--- src/rtl/bcd_serial_add_ctrl_pkg.sv ---
// Shared types and constants for the digit-serial packed-BCD adder.
// Optional invalid-digit checking is enabled with the BCD_ERR_CHECK_EN macro.
package bcd_pkg;

   localparam int         DIGIT_W  = 4;
   localparam logic [3:0] BCD_MAX  = 4'd9;
   localparam logic [3:0] BCD_CORR = 4'd6;

   typedef enum logic [1:0] {
      IDLE = 2'd0,
      ADD  = 2'd1,
      DONE = 2'd2
   } state_e;

endpackage

--- src/rtl/bcd_serial_add_ctrl_digit_add.sv ---
// Combinational single-digit BCD adder with decimal correction.
// The invalid output only has comparators behind it when BCD_ERR_CHECK_EN is defined.
module bcd_digit_add
   import bcd_pkg::*;
(
   input  logic [DIGIT_W-1:0] a_d,
   input  logic [DIGIT_W-1:0] b_d,
   input  logic               c_in,
   output logic [DIGIT_W-1:0] digit,
   output logic               c_out,
   output logic               invalid
);

   logic [DIGIT_W:0] sum_raw;

   always_comb begin
      sum_raw = {1'b0, a_d} + {1'b0, b_d} + {{DIGIT_W{1'b0}}, c_in};
      digit   = sum_raw[DIGIT_W-1:0];
      c_out   = 1'b0;
      // Adding 6 modulo 16 skips the six unused codes and yields the low decimal digit.
      if (sum_raw > {1'b0, BCD_MAX}) begin
         digit = sum_raw[DIGIT_W-1:0] + BCD_CORR;
         c_out = 1'b1;
      end
   end

`ifdef BCD_ERR_CHECK_EN
   assign invalid = (a_d > BCD_MAX) || (b_d > BCD_MAX);
`else
   assign invalid = 1'b0;
`endif

endmodule

--- src/rtl/bcd_serial_add_ctrl.sv ---
// Digit-serial packed-BCD adder: one shared digit adder, one digit per clock, LSD first.
// Invalid-digit reporting on err is built only when BCD_ERR_CHECK_EN is defined.
module bcd_serial_add_ctrl
   import bcd_pkg::*;
#(
   parameter int DIGITS = 4
) (
   input  logic                      clk,
   input  logic                      rst_n,
   input  logic                      start,
   input  logic [DIGIT_W*DIGITS-1:0] a,
   input  logic [DIGIT_W*DIGITS-1:0] b,
   input  logic                      cin,
   output logic                      busy,
   output logic                      done,
   output logic [DIGIT_W*DIGITS-1:0] sum,
   output logic                      cout,
   output logic                      err
);

   localparam int W     = DIGIT_W * DIGITS;
   localparam int IDX_W = $clog2(DIGITS);
   localparam logic [IDX_W-1:0] LAST_IDX = IDX_W'(DIGITS - 1);

   state_e           state_q, state_d;
   logic [IDX_W-1:0] idx_q, idx_d;
   logic             carry_q, carry_d;
   logic [W-1:0]     opa_q, opa_d;
   logic [W-1:0]     opb_q, opb_d;
   logic [W-1:0]     wsum_q, wsum_d;
   logic             werr_q, werr_d;
   logic [W-1:0]     sum_q, sum_d;
   logic             cout_q, cout_d;
   logic             err_q, err_d;

   logic [DIGIT_W-1:0] a_dig [DIGITS];
   logic [DIGIT_W-1:0] b_dig [DIGITS];
   logic [DIGIT_W-1:0] dig_a, dig_b, dig_sum;
   logic               dig_cout, dig_inv;

   genvar gi;
   generate
      for (gi = 0; gi < DIGITS; gi++) begin : g_digit
         assign a_dig[gi] = opa_q[gi*DIGIT_W +: DIGIT_W];
         assign b_dig[gi] = opb_q[gi*DIGIT_W +: DIGIT_W];
         // Only the slot addressed by the index takes the new digit.
         assign wsum_d[gi*DIGIT_W +: DIGIT_W] =
            (state_q == ADD && idx_q == IDX_W'(gi)) ? dig_sum
                                                    : wsum_q[gi*DIGIT_W +: DIGIT_W];
      end
   endgenerate

   assign dig_a = a_dig[idx_q];
   assign dig_b = b_dig[idx_q];

   bcd_digit_add u_digit_add (
      .a_d     (dig_a),
      .b_d     (dig_b),
      .c_in    (carry_q),
      .digit   (dig_sum),
      .c_out   (dig_cout),
      .invalid (dig_inv)
   );

   always_comb begin
      state_d = state_q;
      idx_d   = idx_q;
      carry_d = carry_q;
      opa_d   = opa_q;
      opb_d   = opb_q;
      werr_d  = werr_q;
      sum_d   = sum_q;
      cout_d  = cout_q;
      err_d   = err_q;

      case (state_q)
         IDLE: begin
            if (start) begin
               opa_d   = a;
               opb_d   = b;
               carry_d = cin;
               idx_d   = '0;
               werr_d  = 1'b0;
               state_d = ADD;
            end
         end
         ADD: begin
            carry_d = dig_cout;
            werr_d  = werr_q | dig_inv;
            idx_d   = idx_q + 1'b1;
            if (idx_q == LAST_IDX) begin
               // Results are published together with the final digit so they appear with done.
               idx_d   = '0;
               sum_d   = wsum_d;
               cout_d  = dig_cout;
               err_d   = werr_q | dig_inv;
               state_d = DONE;
            end
         end
         DONE: begin
            state_d = IDLE;
         end
         default: begin
            state_d = IDLE;
         end
      endcase
   end

   always_ff @(posedge clk or negedge rst_n) begin
      if (!rst_n) begin
         state_q <= IDLE;
         idx_q   <= '0;
         carry_q <= 1'b0;
         opa_q   <= '0;
         opb_q   <= '0;
         wsum_q  <= '0;
         werr_q  <= 1'b0;
         sum_q   <= '0;
         cout_q  <= 1'b0;
         err_q   <= 1'b0;
      end else begin
         state_q <= state_d;
         idx_q   <= idx_d;
         carry_q <= carry_d;
         opa_q   <= opa_d;
         opb_q   <= opb_d;
         wsum_q  <= wsum_d;
         werr_q  <= werr_d;
         sum_q   <= sum_d;
         cout_q  <= cout_d;
         err_q   <= err_d;
      end
   end

   assign busy = (state_q == ADD);
   assign done = (state_q == DONE);
   assign sum  = sum_q;
   assign cout = cout_q;
   assign err  = err_q;

endmodule

--- config.mk ---
export PLATFORM = sky130hd
export DESIGN_NAME = bcd_serial_add_ctrl
export DESIGN_NICKNAME = d
export VERILOG_FILES = /design/src/rtl/bcd_serial_add_ctrl_pkg.sv /design/src/rtl/bcd_serial_add_ctrl_digit_add.sv /design/src/rtl/bcd_serial_add_ctrl.sv
export SDC_FILE = /design/constraint.sdc
export NUM_CORES = 1
export LEC_CHECK = 0
export BUFFER_PORTS_ARGS = -buffer_cell sky130_fd_sc_hd__buf_2
export CAP_MARGIN = 20
export CORE_UTILIZATION = 40
export DETAILED_ROUTE_END_ITERATION = 16
export SYNTH_ARGS = -nofsm -noshare
export SYNTH_HDL_FRONTEND = slang
export SYNTH_SLANG_ARGS = --single-unit
--- constraint.sdc ---
create_clock -name clk -period 4.7 [get_ports clk]
set_clock_uncertainty 0.2 [all_clocks]
set_input_delay 0.705 -clock clk [delete_from_list [all_inputs] [get_ports clk]]
set_output_delay 0.705 -clock clk [all_outputs]
set_load 0.005 [all_outputs]
==> impl_results.md, run 1 <==
- Status: completed
- Root Driver: clkbuf_8
- Initial antenna violation count: 0
- Register area share after synthesis: 55.4%
- Port buffer count: 54
- Via count: 1,960
- Crit. Startpoint: idx_q[1]
- Ports: 56
- Antenna cells: 0
- Cell count after synthesis: 230
- Slew @ Worst Pin: 0.796 ns
- Register-to-Register Path Depth: 9
- Flop and latch count out of synthesis: 66
- Area grow syn2layout: 19.8%
- Setup_tns: 0 ns
- Vias in the first global route: 1,900
- CP Capture Type: flop
- RR Startpoint: idx_q[1]
- Resize count post-CTS: 0
- Count leader, synth: dfrtp_1
- Setup bufs post-CTS: 0
- WP data required: 4.71 ns
- Row count: 31
- Crit path DAT: 3.77 ns
- Via/cell ratio: 4.99
- Worst setup path end: sum[5]
- Die Wd: 88.3 um
- Drt drc: 0
- Largest net degree at the start of global routing: 35
- RD Place Congestion: 0.753
- Antenna Nets Post-Route: 0
- Mapped Area: 0.00298 mm^2
- Worst min path class: in2async
- TritonCTS clock tree: built
- Slew margin rel.: 46.8%
- Number of H-tree levels: 3
- Clock buffer depth: 2
- Die Y-Extent: 88.3 um
- Inst Count DP: 377
- Crit Path Category: reg2reg
- Post-synth top flop: dfrtp_1
- Layout cell share with drive strength beyond 1: 43.5%
- DRT Pass-1 Iters: 5
- Startpoint types: flop
- Post-synth cell types: 32
- Cts hold-fix bufs: 0
- Grt ovf: 0
- Cts bufs inserted: 9
- # Max-Cap Violations: 0
- Core area: 0.00721 mm^2
- Clock sinks: 66
- Avg Cell Area, Syn: 13.0 um^2
- First-pass GRT wire length: 9340 um
- Period utilization: 80.1%
- Pins Over Slew Limit: 0
- WL per Instance: 14.7 um
- Clock transition at path regs: 0.07 ns
- RSZ-0062 raised after global routing: false
- Initial Utilization: 41.3%
- Flop2flop setup slack: 0.94 ns
- Ys async rst share: 100%
- Top cells by count, synth: dfrtp_1, mux2_2, nand2_1, o21ai_0, a22oi_1
- Gr usage total: 16.3%
- Non-filler cells, final: 393
- Reg-to-Reg End: sum[5]
- Final HPWL from detailed placement: 4120 um
- Final WL: 5760 um
- EDFF count, synth: 0
- Initial DRC count: 85
- Minimum clock period: 3.76 ns
- Final setup violation count: 0
- Synth Warn #: 0
- Synth Net Count: 276
- FMAX: 266 MHz
- Hold Fails Final Rpt: 0
- Largest cells by area after synthesis: dfrtp_1, mux2_2, mux4_2
- Post-synth top area share: 55.4%
- Area of the die: 0.00780 mm^2
- Critical-path maximum fanout: 12
- Largest area contributor in the netlist: dfrtp_1
- # nets final: 335
- Worst skew pair latency: 0.34 ns
-- metal layers --
| layer | part of all wire [%] | track usage, % | wire length, um | up-vias |
|---|---|---|---|---|
| met5 | 0 | 0 | 0 | - |
| met3 | 4.1 | 4.48 | 236 | 10 |
| met4 | 1.4 | 6.60 | 81 | 0 |
| li1 | - | - | - | 942 |
| met2 | 49 | 24.7 | 2810 | 50 |
| met1 | 46 | 22.1 | 2640 | 958 |
-- worst max-delay path, stage by stage (launching register included) --
cell and delay, ns:
dfrtp_1 0.62, mux4_2 0.39, fa_1 0.45, fa_1 0.41, xnor2_1 0.18, ha_1 0.24, nor2b_1 0.14, o41a_4 0.53
xnor2_2 0.31, o21ai_0 0.15
-- sequential cells by signal, summed over array words and instances (netlist names) --
register,cells
carry_q,1
cout,1
idx_q,2
opa_q,16
opb_q,16
state_q,2
sum,16
wsum_q,12
-- through the flow --
step | hold slack (ns) | area, um^2 | setup WS (ns) | util (%)
4_1_cts | 0.222 | 3570 | 0.898 | 49.5
2_1_floorplan | 0.209 | 2980 | 0.650 | -
5_1_grt | 0.263 | 3570 | 0.702 | 49.5
3_5_place_dp | 0.257 | 3360 | 0.907 | 46.6
6_report | 0.212 | 3570 | 0.936 | 49.5
3_3_place_gp | 0.255 | 3360 | 0.991 | 46.6
-- worst min path at each step --
| stage | startpoint | to | slack [ns] | cells past startpoint |
|---|---|---|---|---|
| floorplan | rst_n | carry_q | 0.21 | 0 |
| global placement | sum[4] | sum[4] | 0.25 | 2 |
| detailed placement | sum[12] | sum[12] | 0.26 | 2 |
| CTS | rst_n | sum[13] | 0.22 | 1 |
| global route | rst_n | sum[13] | 0.26 | 1 |
| finish | rst_n | sum[13] | 0.21 | 1 |
-- placed cells by master, fill, tap and decap left out, drive strengths merged, types with 5 or more instances in the layout --
| master | n |
|---|---|
| a21oi | 8 |
| a22oi | 9 |
| buf | 58 |
| clkbuf | 11 |
| dfrtp | 66 |
| ha | 8 |
| inv | 5 |
| mux2 | 36 |
| mux4 | 8 |
| nand2 | 29 |
| o21ai | 23 |
-- logic make-up (layout without fill, tap and decap cells) --
kind of cell               count (synthesis)  in the layout  share of synthesized area (%)
xor gates and xnor gates                   2              2                          0.840
buffers and inverters                     16             80                           2.14
DFF                                       66             66                           55.4
and+or+nand+nor                           43             43                           6.26
muxes                                     44             44                           19.8
adders and majority gates                 10             10                           4.70
AOI/OAI and AO/OA                         48             48                           10.7
other                                      1              1                          0.126
-- area by class of cell --
class                           count  area (um^2)
Inverter                            6         22.5
Fill cell                         664         3650
Multi-Input combinational cell    148         1270
Clock inverter                      5         52.6
Clock buffer                       11          151
Tap cell                           99          124
Sequential cell                    66         1650
Timing Repair Buffer               58          300
Power of run 1 is not shown: default switching activity piles up to over one toggle a cycle in this logic, so the estimate is an artifact.
==> run 2: changes to the inputs <==
==> constraint.sdc (replaced) <==
create_clock -name clk -period 3.7 [get_ports clk]
set_clock_uncertainty 0.2 [all_clocks]
set_input_delay 0.555 -clock clk [delete_from_list [all_inputs] [get_ports clk]]
set_output_delay 0.555 -clock clk [all_outputs]
set_load 0.005 [all_outputs]
==> impl_results.md, run 2 (synthesized netlist as in run 1, its figures left out) <==
- Status: finished, violations left
- Failing checks: hold timing
- CP dominant cell by count: fa_2
- Core area: 0.00721 mm^2
- Pins Over Slew Limit: 0
- Clock sinks: 66
- Flop2flop setup slack: 0.12 ns
- Final HPWL from detailed placement: 4390 um
- First-pass GRT wire length: 9980 um
- FMAX: 279 MHz
- Via/cell ratio: 4.97
- Slowest stage cell, crit path: mux4_2
- WL per Instance: 15.2 um
- TritonCTS clock tree: built
- Critical-path maximum fanout: 7
- # Max-Cap Violations: 0
- Cts bufs inserted: 9
- Area grow syn2layout: 21.1%
- Row count: 31
- Most common cell after layout, fill and taps aside: dfrtp_1
- Fin worst setup slack: 0.120 ns
- Die Wd: 88.3 um
- Initial antenna violation count: 0
- Layout cell share with drive strength beyond 1: 45.6%
- Die Y-Extent: 88.3 um
- Via count: 1,972
- Design area: 0.00361 mm^2
- Ports: 56
- Commonest non-fill, non-tap cells in the layout: dfrtp_1, buf_2, mux2_2, nand2_1, o21ai_0
- Crit Path Category: reg2reg
- CP Capture Type: flop
- Slew margin rel.: 60.9%
- Worst hold slack: -0.00334 ns
- WP data required: 3.77 ns
- Initial DRC count: 37
- Period utilization: 96.7%
- Gr usage total: 17.5%
- Initial Utilization: 41.3%
- Vias in the first global route: 2,032
- Largest net degree at the start of global routing: 42
- RD Place Congestion: 0.742
- Hold Fails Final Rpt: 3
- Port buffer count: 54
- Clock transition at path regs: 0.08 ns
- Worst path cell trace: mux4_2, fa_2, fa_2, inv_1, ha_2, nor2b_1, o41a_4, mux2_4, o21ai_2
- CP max stage delay: 0.53 ns
- RSZ-0062 raised after global routing: false
- # nets final: 339
- Worst skew pair latency: 0.34 ns
- Crit path DAT: 3.65 ns
- Crit. Startpoint: idx_q[0]
- Antenna cells: 0
- Startpoint types: flop
- Area of the die: 0.00780 mm^2
- Antenna Nets Post-Route: 0
- Number of H-tree levels: 3
- Root Driver: clkbuf_8
- Placed cell area: 0.00339 mm^2
- Clock buffer depth: 2
- Slew @ Worst Pin: 0.587 ns
- Final setup violation count: 0
- Post-Place Worst Slack: 0.00612 ns
- Final WL: 6030 um
- Worst min path class: in2async
- Cts hold-fix bufs: 0
- Minimum clock period: 3.58 ns
- Drt drc: 0
- RR Startpoint: idx_q[0]
- Setup_tns: 0 ns
- DRT Pass-1 Iters: 4
- Grt ovf: 0
-- run 2: cell count changes in the layout (fill, tap and decap cells not counted), sizes merged --
| cell | previous run | this run |
|---|---|---|
| clkbuf | 11 | 10 |
| clkinvlp | 1 | 3 |
| clkinv | 4 | 3 |
| buf | 58 | 62 |
-- run 2: timing repair --
item                                    4_1_cts  5_1_grt
endpoints found under the setup margin        6        9
setup buffers                                 0        1
resized for setup                             1        1
-- run 2: area by class of cell --
type	count	area [um^2]
clock buffers	10	138
clock inverters	6	66.3
fillers	692	3610
inverters	6	22.5
multi-input cells	148	1270
flip-flops and latches	66	1650
well taps	99	124
repair buffers	62	330
-- run 2: critical path: cells and delay by family (launching register included) --
| kind | cells | cell delay [ns] |
|---|---|---|
| fa+ha+maj | 3 | 1.10 |
| mux | 2 | 0.90 |
| compound gates | 2 | 0.67 |
| flops | 1 | 0.42 |
| simple gates | 1 | 0.13 |
| buf+inv | 1 | 0.08 |
-- run 2: metrics by stage --
stage          util (%)  std cells
4_1_cts            49.9        396
3_3_place_gp       47.0        380
6_report           50.0        397
3_5_place_dp       47.0        380
5_1_grt            50.0        397
2_1_floorplan         -        230
-- run 2: path summary, 6_finish.rpt --
check                      cells past startpoint         to
setup / recovery                               9  wsum_q[6]
hold / removal                                 1  wsum_q[5]
setup reg to reg                               9  wsum_q[6]
hold reg to reg                                2    sum[12]
max in group asynchronous                      2   idx_q[0]
min in group clk                               2  opb_q[13]
-- run 2: metal layers --
layer	GRT usage, %	vias to the layer above	wire [um]
met5	0	-	0
met4	5.28	0	66
met3	5.32	6	315
met2	28.2	61	2940
met1	22.9	958	2700
li1	-	947	-
Power of run 2 is left out for the same reason.
